File: src/rtl/sent_rx.sv
// SENT (SAE J2716) frame receiver: measures falling-edge intervals in ticks,
// checks sync/nibble ranges and CRC, and emits each frame as one 32-bit word.
module sent_rx #(
  parameter int CHANNEL_INDEX = 0,
  parameter int CLK_FREQ      = 100000000
) (
  input  logic        clk,
  input  logic        rst,
  input  logic        sent_config_vld,
  input  logic [7:0]  sent_config_channel,
  input  logic [7:0]  sent_ctick_len,
  input  logic        sent_crc_mode,
  input  logic        sent_in,
  output logic        sent_frame_vld,
  output logic [31:0] sent_frame_data,
  output logic        sent_crc_err,
  output logic        sent_err,
  output logic [1:0]  dbg_state
);

  localparam int          CLK_MHZ       = CLK_FREQ / 1000000;
  localparam logic [7:0]  CH            = 8'(CHANNEL_INDEX);
  localparam logic [13:0] RST_TICK_CLKS = 14'(3 * CLK_MHZ);
  localparam logic [9:0]  TICK_SAT      = 10'h3ff;
  localparam logic [3:0]  CRC_T [16]    = '{4'd0, 4'd13, 4'd7, 4'd10, 4'd14, 4'd3, 4'd9, 4'd4,
                                            4'd1, 4'd12, 4'd6, 4'd11, 4'd15, 4'd2, 4'd8, 4'd5};

  typedef enum logic [1:0] {S_HUNT, S_STATUS, S_DATA, S_CRC} state_t;

  // Seed 5, fold D1..D6 (D1 in [23:20]); recommended mode adds a zero nibble.
  function automatic logic [3:0] crc_calc(input logic [23:0] d, input logic rec);
    logic [3:0] c;
    c = 4'h5;
    for (int i = 5; i >= 0; i--) c = CRC_T[c] ^ d[i*4 +: 4];
    if (rec) c = CRC_T[c];
    return c;
  endfunction

  state_t      state, state_nx;
  logic        s1, s2, prev;
  logic        fall, cfg_hit, round_up, timeout;
  logic [13:0] tick_clks, sub_cnt;
  logic [9:0]  tick_cnt;
  logic        crc_mode, first_armed;
  logic        meas_vld;
  logic [10:0] meas_ticks;
  logic        nib_ok, accept, frame_done, framing_err;
  logic [3:0]  nib;
  logic [2:0]  idx;
  logic [3:0]  status_q;
  logic [23:0] data_sr;
  logic        frame_pend, err_pend, pend_crc_err;
  logic [31:0] pend_word;

  assign fall      = prev & ~s2;
  assign cfg_hit   = sent_config_vld && (sent_config_channel == CH);
  // The edge cycle itself is part of the interval, hence the +1.
  assign round_up  = ({1'b0, sub_cnt} + 15'd1) >= {2'b00, tick_clks[13:1]};
  assign timeout   = (state != S_HUNT) && (tick_cnt == TICK_SAT);
  assign nib_ok    = (meas_ticks >= 11'd12) && (meas_ticks <= 11'd27);
  assign nib       = 4'(meas_ticks - 11'd12);
  assign dbg_state = state;

  always_ff @(posedge clk or posedge rst) begin
    if (rst) begin
      s1   <= 1'b1;
      s2   <= 1'b1;
      prev <= 1'b1;
    end else begin
      s1   <= sent_in;
      s2   <= s1;
      prev <= s2;
    end
  end

  // Interval measurement; a matching config write outranks a coincident edge.
  always_ff @(posedge clk or posedge rst) begin
    if (rst) begin
      tick_clks   <= RST_TICK_CLKS;
      crc_mode    <= 1'b1;
      sub_cnt     <= '0;
      tick_cnt    <= '0;
      first_armed <= 1'b1;
      meas_vld    <= 1'b0;
      meas_ticks  <= '0;
    end else begin
      meas_vld <= 1'b0;
      if (cfg_hit) begin
        tick_clks   <= 14'(int'(sent_ctick_len) * CLK_MHZ);
        crc_mode    <= sent_crc_mode;
        sub_cnt     <= '0;
        tick_cnt    <= '0;
        first_armed <= ~fall;
      end else if (fall) begin
        meas_vld    <= ~first_armed;
        meas_ticks  <= {1'b0, tick_cnt} + {10'd0, round_up};
        first_armed <= 1'b0;
        sub_cnt     <= '0;
        tick_cnt    <= '0;
      end else if (sub_cnt >= tick_clks - 14'd1) begin
        sub_cnt <= '0;
        if (tick_cnt != TICK_SAT) tick_cnt <= tick_cnt + 10'd1;
      end else begin
        sub_cnt <= sub_cnt + 14'd1;
      end
    end
  end

  always_ff @(posedge clk or posedge rst) begin
    if (rst) state <= S_HUNT;
    else     state <= state_nx;
  end

  always_comb begin
    state_nx    = state;
    accept      = 1'b0;
    frame_done  = 1'b0;
    framing_err = 1'b0;
    if (cfg_hit || timeout) begin
      state_nx = S_HUNT;
    end else if (meas_vld) begin
      case (state)
        S_HUNT: if (meas_ticks == 11'd56) state_nx = S_STATUS;
        S_STATUS, S_DATA: begin
          if (nib_ok) begin
            accept = 1'b1;
            if (state == S_STATUS)  state_nx = S_DATA;
            else if (idx == 3'd5)   state_nx = S_CRC;
          end else begin
            framing_err = 1'b1;
            state_nx    = S_HUNT;
          end
        end
        S_CRC: begin
          state_nx = S_HUNT;
          if (nib_ok) frame_done  = 1'b1;
          else        framing_err = 1'b1;
        end
        default: state_nx = S_HUNT;
      endcase
    end
  end

  always_ff @(posedge clk or posedge rst) begin
    if (rst) begin
      idx          <= '0;
      status_q     <= '0;
      data_sr      <= '0;
      frame_pend   <= 1'b0;
      err_pend     <= 1'b0;
      pend_word    <= '0;
      pend_crc_err <= 1'b0;
    end else begin
      frame_pend <= frame_done;
      err_pend   <= framing_err;
      if (accept) begin
        if (state == S_STATUS) begin
          status_q <= nib;
          idx      <= 3'd0;
        end else begin
          data_sr <= {data_sr[19:0], nib};
          idx     <= idx + 3'd1;
        end
      end
      if (frame_done) begin
        pend_word    <= {status_q, data_sr, nib};
        pend_crc_err <= (crc_calc(data_sr, crc_mode) != nib);
      end
    end
  end

  // sent_frame_vld is a one-cycle strobe with no backpressure; data and
  // crc_err hold until the next frame.
  always_ff @(posedge clk or posedge rst) begin
    if (rst) begin
      sent_frame_vld  <= 1'b0;
      sent_frame_data <= '0;
      sent_crc_err    <= 1'b0;
      sent_err        <= 1'b0;
    end else begin
      sent_frame_vld <= frame_pend;
      sent_err       <= err_pend | (timeout & ~cfg_hit);
      if (frame_pend) begin
        sent_frame_data <= pend_word;
        sent_crc_err    <= pend_crc_err;
      end
    end
  end

endmodule

File: config.mk
export PLATFORM = sky130hd
export DESIGN_NAME = sent_rx
export DESIGN_NICKNAME = d
export VERILOG_FILES = /design/src/rtl/sent_rx.sv
export SDC_FILE = /design/constraint.sdc
export NUM_CORES = 1
export LEC_CHECK = 0
export CORE_MARGIN = 3
export CORE_UTILIZATION = 59
export DETAILED_ROUTE_END_ITERATION = 8
export MAX_ROUTING_LAYER = met4
export PLACE_DENSITY_LB_ADDON = 0.05
export REMOVE_ABC_BUFFERS = 1
export SKIP_CTS_REPAIR_TIMING = 1
export SLEW_MARGIN = 30
export SYNTH_ARGS = -nofsm -noshare
export SYNTH_HDL_FRONTEND = slang
export SYNTH_SLANG_ARGS = --single-unit
File: constraint.sdc
create_clock -name clk -period 5.53 [get_ports clk]
set_input_delay 0.553 -clock clk [delete_from_list [all_inputs] [get_ports clk]]
set_output_delay 0.553 -clock clk [all_outputs]
set_load 0.005 [all_outputs]
======== Word level (Yosys, flattened, before mapping) ========
Memories as Yosys holds them, arrays and structs flattened.
Index checks and enable logic that the tools add are counted.
W data, S select, Z words.
cells by class
  multiply operators ...................... 1
  mux-type cells .......................... 44
  reduce and logical (&&, ||, !) cells .... 18
  equal/unequal tests ..................... 10
  magnitude comparators ................... 10
  bitwise operators ....................... 20
  add/subtract/negate cells ............... 7
operator list
  kind                     number
  $mux W4                  14
  $mux W14                 3
  $mux W10                 4
  $ge A5 B5 Y1 const B     6
  $not A4 Y5               6
  $xor A4 B4 Y4            5
  $add A14 B1 Y15 const B  1
  $ge A15 B13 Y1           1
  $mux W1                  15
  $add A14 B1 Y14 const B  1
  $ge A14 B14 Y1           1
  $sub A14 B1 Y14 const B  1
  $mul A8 B5 Y12 const B   1
  $mux W2                  6
  $add A10 B1 Y11          1
  $eq A11 B6 Y1 const B    1
  $ge A11 B4 Y1 const B    1
  $le A11 B5 Y1 const B    1
  $add A10 B1 Y10 const B  1
  $eq A10 B10 Y1 const B   1
  $ne A10 B10 Y1 const B   1
  $logic_not A8 Y1         1
  $reduce_and A2 Y1        4
  $pmux W2 S3              1
  21 further kinds         32
word-level totals
  logic and storage cells ................. 138
  ROM bits ................................ 384
  memories kept ........................... 6
  input port bits ......................... 21
  output and inout port bits .............. 37
  register bits after elaboration ......... 156
memory list
  memory            words  width  read ports  clocked after Yosys merged registers in  write ports  RTL line  text
  (name not given)  16     4      1           0                                        0            35        if (rec) c = CRC_T[c];
  (name not given)  16     4      1           0                                        0            34        for (int i = 5; i >= 0; i--) c = CRC_T[c] ^ d[i*4 +: 4];
  (name not given)  16     4      1           0                                        0            34
  (name not given)  16     4      1           0                                        0            34
  (name not given)  16     4      1           0                                        0            34
  (name not given)  16     4      1           0                                        0            34

======== Longest topological paths before layout ========
Gate-level depths: netlist of the first run.
  depth after elaboration ................. 33
  depth in mapped cells ................... 20
  mapped depth without buffers ............ 20

======== Worst setup path after synthesis of the first run ========
OpenSTA, ideal clock, no wires.
  path kind ............................... register to register
  start ................................... reg sub_cnt[0]
  end ..................................... reg meas_ticks[10]
  cell stages (with the launch flop) ...... 18
  arrival time ............................ 3.238 ns
  data required time ...................... 5.405 ns
  setup slack ............................. 2.168 ns
  setup time .............................. 0.125 ns
  buffers on the path ..................... 0
  period minus slack after synthesis ...... 3.362 ns
  cells stage by stage .................... dfrtp_1 ha_1 xor2_1 ha_1 nor2b_1 o21a_1 o21a_1 o21ai_0 nand2b_1 a211oi_1 o21ai_0 a221o_1 ha_1 ha_1 nand3_1 or2_2 nor2_1 mux2_2
between the ends
  cells in the longest elaborated chain, start to end .. 3
RTL lines
  item                    RTL line  text
  from (decl)             42        logic [13:0] tick_clks, sub_cnt;
  from (signal assigned)  104       sub_cnt <= sub_cnt + 14'd1;
  $add A14 B1 Y15         58        assign round_up = ({1'b0, sub_cnt} + 15'd1) >= {2'b00, tick_clks[13:1]};
  $ge A15 B13 Y1          58
  $add A10 B1 Y11         96        meas_ticks <= {1'b0, tick_cnt} + {10'd0, round_up};
  to (signal assigned)    96
  to (decl)               46        logic [10:0] meas_ticks;
Every way passes these cells.
A chain may end at the register's enable or synchronous reset.

======== Worst setup path in the final report of the first run ========
Ends and elaborated chain as after synthesis.

==> results of run 1 <==
[synthesized netlist by cell type, drive strengths merged (3+ instances only)]
cell type / count / area share [%]
a211oi: 4 / 0.36
nor3: 11 / 0.66
nand2: 130 / 5.9
o22ai: 3 / 0.23
xnor2: 51 / 5.5
nand3: 20 / 1.2
nand4: 9 / 0.68
buf: 13 / 1.1
o21a: 4 / 0.36
ha: 63 / 9.5
xor2: 14 / 1.5
clkbuf: 15 / 0.68
nand2b: 9 / 0.68
and2: 4 / 0.30
a31o: 5 / 0.53
and3: 4 / 0.32
or3: 3 / 0.29
dfrtp: 147 / 44
a21oi: 24 / 1.5
mux2: 67 / 10
o21ai: 26 / 1.6
nor2: 39 / 1.8
a21o: 8 / 0.72
fa: 3 / 0.72
dfstp: 9 / 2.8
xnor3: 5 / 1.4
nor2b: 14 / 1.1
a31oi: 3 / 0.23
mux2i: 5 / 0.60
nand3b: 3 / 0.27
inv: 36 / 1.6
[layout make-up]
| cell class | instances | area [sq um] |
|---|---|---|
| Fill cell | 965 | 3850 |
| Clock inverter | 12 | 185 |
| Inverter | 36 | 143 |
| Multi-Input combinational cell | 550 | 4130 |
| Clock buffer | 20 | 437 |
| Tap cell | 176 | 220 |
| Timing Repair Buffer | 64 | 623 |
| Sequential cell | 156 | 3920 |
[state kept, by name, summed over array words and instances (netlist names), 2 cells and up]
| register | count |
|---|---|
| status_q | 4 |
| sent_frame_data | 32 |
| idx | 3 |
| tick_cnt | 10 |
| pend_word | 32 |
| meas_ticks | 11 |
| dbg_state | 2 |
| tick_clks | 12 |
| sub_cnt | 14 |
| data_sr | 24 |
[final timing paths]
| path | startpoint | depth (start not counted) | to |
|---|---|---|---|
| setup / recovery | sub_cnt[0] | 17 | meas_ticks[10] |
| hold / removal | s1 | 0 | s2 |
| setup reg to reg | sub_cnt[0] | 17 | meas_ticks[10] |
| hold reg to reg | s1 | 0 | s2 |
| max in group asynchronous | rst | 3 | pend_word[22] |
| min in group asynchronous | rst | 2 | sent_err |
[layer usage]
metal  part of all wire, %  up-vias
met1                    44     2705
met2                    51       97
li1                      -     2729
met3                   3.2       17
met5                     0        -
met4                   1.3        0
[cell families after synthesis]
family	synth area share, %
compound gates	6.37
xor+xnor	8.30
fa+ha+maj	10.2
buf+inv	3.37
flops	47.0
mux	10.7
simple gates	14.1
[power by group]
| part | leakage (nW) | total (mW) | switching (mW) | internal (mW) |
|---|---|---|---|---|
| registers | 2.11 | 1.25 | 0.0612 | 1.19 |
| clock network | 0.288 | 1.23 | 0.467 | 0.760 |
| logic | 2.43 | 0.422 | 0.218 | 0.204 |
| total | 4.83 | 2.90 | 0.746 | 2.16 |
[stage by stage]
| step | total power [mW] | area (sq um) | hold WS, ps | worst slack [ps] |
|---|---|---|---|---|
| after global routing | 3.05 | 9660 | 368 | 1440 |
| after detailed placement | 1.70 | 9030 | 351 | 1770 |
| after global placement | 1.67 | 9030 | 354 | 1870 |
| after CTS | 2.93 | 9650 | 365 | 1710 |
| after floorplan | 1.57 | 8180 | 345 | 785 |
| final | 2.90 | 9660 | 363 | 1690 |
==> out/qor.yml, run 1 <==
routing:
  drt-wirelength-per-cell_um: 14.9
  vias_per_cell: 5.47
  drc: 0
  route.vias.total: 5548
  route.antenna.remaining_nets: 0
  dr.pass1.iters: 4
  route.final.wire_length_mm: 15.1
  initialDrtViolationCount: 318
global_route:
  grt_max_degree: 116
  wire_length_of_the_first_global_routing_pass_mm: 27.0
  gr-usage-met3_pct: 3.77
  antenna_found_initial: 0
  grtUsageMet2_pct: 35.7
  gr-usage-all-layers_pct: 21.6
  gr-usage-met1_pct: 26.8
  overflow: 0
  vias_in_the_first_global_route: 5713
  grt-busiest-layer: "met2"
sta:
  fmax_ghz: 0.260
  rsz0062_at_grt: "no"
  skew_ps: 11.0
  hold_violations: 0
  min_cycle_time_layout_ps: 3840
  fin_tns_setup_ps: 0
  tightest_slew_ps: 772
  final_min_period_over_clock_period_pct: 69.5
  report.final.slew_viol_count: 0
  finalSetupViolations: 0
  slew-limit-headroom_pct: 48.5
place:
  port-buffer-count: 57
  placed_cell_count: 982
  dp_hpwl_mm: 10.7
  place_congestion: 0.864
critical_path:
  setup.worst_path.class: "reg2reg"
  critical_path_required_ps: 5840
  critical-path-top-cell-by-count: "ha_1"
  timing.critical_path.cells: "ha_1, xor2_1, ha_1, nor2b_1, o21a_1, o21a_1, o21ai_0, nand2b_1, a211oi_1, o21ai_0, a221o_1, ha_1, ha_1, nand3_1, or2_2, nor2_1, mux2_2"
  worst-path-buf-inv: 0
  cp_top_family: "compound AO/OA/AOI/OAI gates"
  cpPeakStageDelay_ps: 420
  cp-end-kind: "flip-flop"
  critPathSlowestCell: "dfrtp_1"
  worstSetupStartpointType: "flip-flop"
  critical_path.max_fanout: 5
  arr_time_crit_path_ps: 4150
  timing.reg2reg.setup_slack_ps: 1690
floorplan:
  rows: 42
  die_area_sq_mm: 0.0156
  ioPinCount: 58
  floorplan.initialDensity_pct: 61.6
  fp.dieH_um: 125
  floorplan_die_width_um: 125
  core-area_sq_mm: 0.0135
synth:
  synth_enable_flop_cells: 0
  syn_area_per_cell_sq_um: 10.8
  ys_seq_area_share_pct: 47.0
  dominantRegCellSynth: "dfrtp_1"
  synth_cells: 770
  syn_area_sq_mm: 0.00833
  yosys_warn_count: 0
  synth_seq_cells: 156
  synth.lib_cells_used.distinct: 58
  asyncSetResetFlopFracSynth_pct: 100
cells_and_area:
  layout_common_cells: "147 x dfrtp_1, 129 x nand2_1, 63 x ha_1, 57 x clkdlybuf4s50_1, 50 x xnor2_1"
  stdcell_count: 1014
  final_net_count: 912
  postLayoutCoreUtil_pct: 71.5
  post_route_cells_drive_above_1_share_pct: 15.4
  layout-area-overhead-vs-synth_pct: 16.0
  commonest_non_fill_non_tap_cell_in_the_layout: "dfrtp_1"
  diodes: 0
power:
  peakVddDrop_mv: 0.205
  power.static_leakage_nw: 4.83
  power-per-cell-area_mw_per_mm2: 301
clock_tree:
  clock_tree_root_driver_cell: "clkbuf_16"
  cts_sinks: 156
  tritoncts.num_buffers: 17
  clkSlewWorstSetupHoldPaths_ps: 70
  cts.path.max_buffers: 2
  clock_latency_of_the_later_clocked_register_in_the_worst_skew_pair_ps: 420
  cts_tree: "built"
  h-tree-depth: 4
job:
  timing.max_cap.violations: 0
status:
  status: "completed"
hold_path:
  holdCritPathClass: "reg2reg"
Note: power is estimated with default switching activity, not from simulation.
==> inputs of run 2 (changes only) <==
--- a/config.mk
+++ b/config.mk
@@ -6,7 +6,7 @@
 export NUM_CORES = 1
 export LEC_CHECK = 0
 export CORE_MARGIN = 3
-export CORE_UTILIZATION = 59
+export CORE_UTILIZATION = 54
 export DETAILED_ROUTE_END_ITERATION = 8
 export MAX_ROUTING_LAYER = met4
 export PLACE_DENSITY_LB_ADDON = 0.05
==> constraint.sdc (replaced) <==
create_clock -name clk -period 3.25 [get_ports clk]
set_input_delay 0.325 -clock clk [delete_from_list [all_inputs] [get_ports clk]]
set_output_delay 0.325 -clock clk [all_outputs]
set_load 0.005 [all_outputs]
==> out/qor.yml, run 2 (synthesized netlist as in run 1, its figures left out) <==
floorplan:
  rows: 44  # +4.8%
  ioPinCount: 58  # unchanged
  floorplan_die_width_um: 130  # +4.3%
  fp.dieH_um: 130  # +4.3%
  floorplan.initialDensity_pct: 56.2  # -5.4 points
  die_area_sq_mm: 0.0169  # +8.8%
  core-area_sq_mm: 0.0148  # +9.7%
sta:
  report.final.slew_viol_count: 0  # unchanged
  hold_violations: 0  # unchanged
  finalSetupViolations: 3  # +3
  slew-limit-headroom_pct: 57.1  # +8.6 points
  rsz0062_at_grt: "yes"
  tightest_slew_ps: 643  # -129 ps
  min_cycle_time_layout_ps: 3340  # -503 ps
  setup_slack_after_layout_ps: -91.5  # -1780 ps
  finalHoldWorstSlack_ps: 303  # -60.0 ps
  fin_tns_setup_ps: -158  # -158 ps
  fmax_ghz: 0.299  # +15%
  skew_ps: 9.34  # -1.67 ps
  final_min_period_over_clock_period_pct: 103  # +33 points
job:
  timing.max_cap.violations: 0  # unchanged
cells_and_area:
  final_net_count: 947  # +3.8%
  fillCellCount: 1109  # +15%
  stdcell_count: 1057  # +4.2%
  ff_latch_area_sq_mm: 0.00392  # about the same
  diodes: 0  # unchanged
  postLayoutCoreUtil_pct: 68.1  # -3.4 points
  layout-area-overhead-vs-synth_pct: 21.2
  post_route_cells_drive_above_1_share_pct: 21.8  # +6.4 points
  commonest_non_fill_non_tap_cell_in_the_layout: "dfrtp_1"
  layout_common_cells: "146 x dfrtp_1, 127 x nand2_1, 60 x ha_1, 57 x clkdlybuf4s50_1, 47 x xnor2_1"
  final_design_area_no_fill_sq_mm: 0.0101  # +4.5%
  reg_top3: "pend_word (32), sent_frame_data (32), data_sr (24)"
  multi_input_comb_area_sq_mm: 0.00428  # +3.4%
place:
  placed_cell_count: 1020  # +3.9%
  dp_hpwl_mm: 11.1  # +3.2%
  post_place_cell_area_sq_mm: 0.00928  # +2.7%
  port-buffer-count: 57  # unchanged
  place_congestion: 0.854  # -1.2%
  post_placement_worst_setup_slack_ps: -391  # -2160 ps
critical_path:
  startpoint: "sub_cnt[1]"
  cp-end-kind: "flip-flop"
  worstSetupStartpointType: "flip-flop"
  setup.worst_path.class: "reg2reg"
  critical_path_required_ps: 3550  # -2290 ps
  critical_path.max_fanout: 3  # -2
  arr_time_crit_path_ps: 3650  # -500 ps
  regToRegStartpoint: "sub_cnt[1]"
routing:
  drt-wirelength-per-cell_um: 14.7  # -1.7%
  vias_per_cell: 5.40  # -1.3%
  route.vias.total: 5710  # +2.9%
  route.final.wire_length_mm: 15.5  # +2.5%
  dr.pass1.iters: 4  # unchanged
  drc: 0  # unchanged
  route.antenna.remaining_nets: 0  # unchanged
  initialDrtViolationCount: 239  # -25%
global_route:
  vias_in_the_first_global_route: 5782  # +1.2%
  overflow: 0  # unchanged
  gr-usage-all-layers_pct: 20.0  # -1.6 points
  antenna_found_initial: 0  # unchanged
  wire_length_of_the_first_global_routing_pass_mm: 26.5  # -1.8%
  grt_max_degree: 74  # -36%
clock_tree:
  clkSlewWorstSetupHoldPaths_ps: 70  # about the same
  cts.path.max_buffers: 2  # unchanged
  h-tree-depth: 4  # unchanged
  clock_tree_root_driver_cell: "clkbuf_16"
  cts_sinks: 156  # unchanged
  cts_tree: "built"
  tritoncts.num_buffers: 17  # unchanged
  clock_latency_of_the_later_clocked_register_in_the_worst_skew_pair_ps: 430  # about the same
power:
  peakVddDrop_mv: 0.343  # +67%
  power-per-cell-area_mw_per_mm2: 502  # +67%
  design_power_total_mw: 5.06  # +74%
  power.static_leakage_nw: 5.05  # +4.5%
hold_path:
  timing.hold.worst.start: "sent_in"
  holdCritPathClass: "in2reg"
status:
  status: "finished, violations left"
  failed_checks: "negative setup slack"
run 2: changes by cell type in the layout (fill, tap and decap cells not counted), sizes merged:
cell / before / now
clkinvlp: 4 / 0
buf: 7 / 42
inv: 39 / 45
bufinv: 4 / 3
clkinv: 1 / 3
clkbuf: 20 / 17
run 2: final timing paths:
path                            slack (ps)  cells past startpoint            endpoint
worst min-delay path                   300                      1                  s1
worst max-delay path                   -90                     20      meas_ticks[10]
worst max register to register         -90                     20      meas_ticks[10]
min in group asynchronous              360                      2  sent_frame_data[2]
worst min register to register         360                      0                  s2
max in group asynchronous             2070                      3       pend_word[11]
run 2: final cells by class:
class	count	share of cell area [%]
Clock inverter	15	1.97
Inverter	36	1.39
Timing Repair Buffer	99	8.94
Sequential cell	156	38.8
Clock buffer	17	4.22
Tap cell	184	2.28
Multi-Input combinational cell	550	42.4
run 2: worst max-delay path: stages, from the launching register on:
cell and delay [ps]:
dfrtp_1 410, ha_4 170, buf_6 110, nand3_4 70, inv_2 60, nand3_2 90, xnor2_2 160, ha_1 330
a21oi_2 130, nor2b_1 60, o21ai_1 140, nand2b_1 70, a21oi_1 110, o21ai_1 80, a221o_1 340, ha_2 210
ha_4 160, nand3_2 80, or2_4 140, nor2_1 40, mux2_4 250
run 2: routing by layer:
metal / global-route usage (%) / share of wire (%) / vias up
met2: 32.8 / 50 / 88
met3: 3.23 / 2.6 / 27
li1: - / - / 2794
met5: - / 0 / -
met1: 24.4 / 45 / 2801
met4: 8.68 / 2.0 / 0
run 2: power breakdown:
group          switching (mW)  internal (mW)
Combinational           0.411          0.427
Clock                   0.850           1.24
Sequential              0.104           2.03
==> inputs of run 3 (changes only) <==
--- a/config.mk
+++ b/config.mk
@@ -6,7 +6,7 @@
 export NUM_CORES = 1
 export LEC_CHECK = 0
 export CORE_MARGIN = 3
-export CORE_UTILIZATION = 54
+export CORE_UTILIZATION = 59
 export DETAILED_ROUTE_END_ITERATION = 8
 export MAX_ROUTING_LAYER = met4
 export PLACE_DENSITY_LB_ADDON = 0.05
==> constraint.sdc (replaced) <==
create_clock -name clk -period 3.2 [get_ports clk]
set_input_delay 0.32 -clock clk [delete_from_list [all_inputs] [get_ports clk]]
set_output_delay 0.32 -clock clk [all_outputs]
set_load 0.005 [all_outputs]
==> out/qor.yml, run 3 (synthesized netlist as in run 1, its figures left out) <==
critical_path:
  arr_time_crit_path_ps: 3690  # +40 ps
  setup.worst_path.class: "reg2reg"
  critical_path_required_ps: 3510  # -40 ps
  cp-end-kind: "flip-flop"
  worstRegToRegCells: 20  # unchanged
  timing.reg2reg.setup_slack_ps: -180  # -90 ps
  critical_path.max_fanout: 3  # unchanged
  regToRegEndpoint: "meas_ticks[10]"
  regToRegStartpoint: "sub_cnt[1]"
  worstSetupStartpointType: "flip-flop"
power:
  power.static_leakage_nw: 5.06  # +0.30%
  power-per-cell-area_mw_per_mm2: 503  # +0.32%
  peakVddDrop_mv: 0.361  # +5.2%
routing:
  route.final.wire_length_mm: 16.4  # +5.9%
  route.antenna.remaining_nets: 0  # unchanged
  drt-wirelength-per-cell_um: 15.6  # +6.2%
  initialDrtViolationCount: 335  # +40%
  route.vias.total: 5784  # +1.3%
  vias_per_cell: 5.49  # +1.6%
  drc: 0  # unchanged
  dr.pass1.iters: 4  # unchanged
sta:
  hold_violations: 0  # unchanged
  min_cycle_time_layout_ps: 3380  # +40.2 ps
  finalHoldWorstSlack_ps: 292  # -10.3 ps
  setup_slack_after_layout_ps: -182  # -90.2 ps
  skew_ps: 16.9  # +7.52 ps
  fmax_ghz: 0.296  # -1.2%
  report.final.slew_viol_count: 0  # unchanged
  finalSetupViolations: 9  # +6
  rsz0062_at_grt: "yes"
  tightest_slew_ps: 757  # +113 ps
  final_min_period_over_clock_period_pct: 106  # +2.9 points
  slew-limit-headroom_pct: 49.6  # -7.6 points
  fin_tns_setup_ps: -741  # -583 ps
cells_and_area:
  postLayoutCoreUtil_pct: 74.9  # +6.8 points
  layout-area-overhead-vs-synth_pct: 21.5
  commonest_non_fill_non_tap_cell_in_the_layout: "dfrtp_1"
  reg_top3: "pend_word (32), sent_frame_data (32), data_sr (24)"
  ff_latch_area_sq_mm: 0.00392  # about the same
  final_design_area_no_fill_sq_mm: 0.0101  # +0.27%
  post_route_cells_drive_above_1_share_pct: 22.2  # +0.45 points
  fillCellCount: 916  # -17%
  diodes: 0  # unchanged
  final_net_count: 952  # +0.53%
  multi_input_comb_area_sq_mm: 0.00428  # +0.12%
  layout_common_cells: "147 x dfrtp_1, 127 x nand2_1, 60 x ha_1, 57 x clkdlybuf4s50_1, 48 x xnor2_1"
job:
  timing.max_cap.violations: 0  # unchanged
global_route:
  grtUsageMet2_pct: 38.4  # +5.6 points
  vias_in_the_first_global_route: 6035  # +4.4%
  wire_length_of_the_first_global_routing_pass_mm: 28.2  # +6.3%
  gr-usage-all-layers_pct: 22.6  # +2.6 points
  overflow: 0  # unchanged
  grt-busiest-layer: "met2"
  antenna_found_initial: 0  # unchanged
  gr-usage-met3_pct: 4.33  # +1.1 points
  grt_max_degree: 85  # +15%
  gr-usage-met1_pct: 27.6  # +3.1 points
floorplan:
  core-area_sq_mm: 0.0135  # -8.8%
  floorplan.initialDensity_pct: 61.6  # +5.4 points
  rows: 42  # -4.5%
  fp.dieH_um: 125  # -4.1%
  ioPinCount: 58  # unchanged
  die_area_sq_mm: 0.0156  # -8.1%
  floorplan_die_width_um: 125  # -4.1%
clock_tree:
  cts.path.max_buffers: 2  # unchanged
  clock_latency_of_the_later_clocked_register_in_the_worst_skew_pair_ps: 430  # about the same
  h-tree-depth: 4  # unchanged
  tritoncts.num_buffers: 17  # unchanged
  clock_tree_root_driver_cell: "clkbuf_16"
  cts_sinks: 156  # unchanged
  clkSlewWorstSetupHoldPaths_ps: 60  # about the same
  cts_tree: "built"
hold_path:
  holdPathEnd: "s1"
  hold_path_depth: 1  # unchanged
  timing.hold.worst.start: "sent_in"
  holdCritPathClass: "in2reg"
status:
  status: "finished, violations left"
  failed_checks: "negative setup slack"
place:
  dp_hpwl_mm: 11.7  # +5.4%
  port-buffer-count: 57  # unchanged
  post_place_cell_area_sq_mm: 0.00932  # +0.43%
  place_congestion: 0.851  # -0.43%
-- run 3: cell count changes in the layout (fill, tap and decap cells not counted), moves of 2 or more --
cell        before  now
buf_4           40   44
a21oi_2          2    4
inv_6            7    3
clkinvlp_4       0    2
clkbuf_1         0    2
a21oi_1         22   20
inv_8            3    1
-- run 3: worst max-delay path by stage --
stage,slack [ps],startpoint,endpoint
after floorplan,-1310,rst,data_sr[0]
after detailed placement,-410,sub_cnt[1],meas_ticks[10]
after global placement,-350,sub_cnt[0],meas_ticks[10]
final,-180,sub_cnt[1],meas_ticks[10]
after CTS,-440,sub_cnt[1],meas_ticks[10]
after global routing,-360,sub_cnt[2],meas_ticks[10]
-- run 3: metrics by stage --
| step | instances | total power [mW] | setup slack [ps] |
|---|---|---|---|
| finish | 1054 | 5.09 | -182 |
| global route | 1054 | 5.35 | -362 |
| CTS | 1049 | 5.06 | -441 |
| detailed placement | 1017 | 2.99 | -414 |
| global placement | 1017 | 2.95 | -348 |
| floorplan | 742 | 2.72 | -1310 |
-- run 3: routing by layer --
| metal | part of all wire [%] | up-vias | routed length (um) |
|---|---|---|---|
| li1 | - | 2806 | - |
| met1 | 44 | 2870 | 7210 |
| met2 | 52 | 93 | 8530 |
| met3 | 2.9 | 15 | 471 |
| met4 | 1.3 | 0 | 210 |
| met5 | 0 | - | 0 |
-- run 3: cell type report --
cell class                      count  area share (%)
Clock inverter                     12            1.60
Clock buffer                       20            4.42
Sequential cell                   156            38.7
Multi-Input combinational cell    550            42.3
Tap cell                          176            2.18
Inverter                           36            1.39
Timing Repair Buffer              104            9.41
-- run 3: where the power goes --
group	internal, mW	switching, mW
Sequential	2.06	0.105
Combinational	0.433	0.418
Clock	1.26	0.815
Total	3.75	1.34
-- run 3: critical path, cell delays in order (launching register included) --
cell,delay [ps]
dfrtp_1,380
ha_2,230
buf_6,120
nand3_4,70
inv_2,70
nand3_2,90
xnor2_2,160
ha_1,330
a21oi_2,150
nor2b_2,50
o21ai_1,120
nand2b_1,80
a21oi_2,160
o21ai_2,70
a221o_1,360
ha_4,190
ha_4,160
nand3_2,70
or2_4,140
nor2_1,40
mux2_4,250
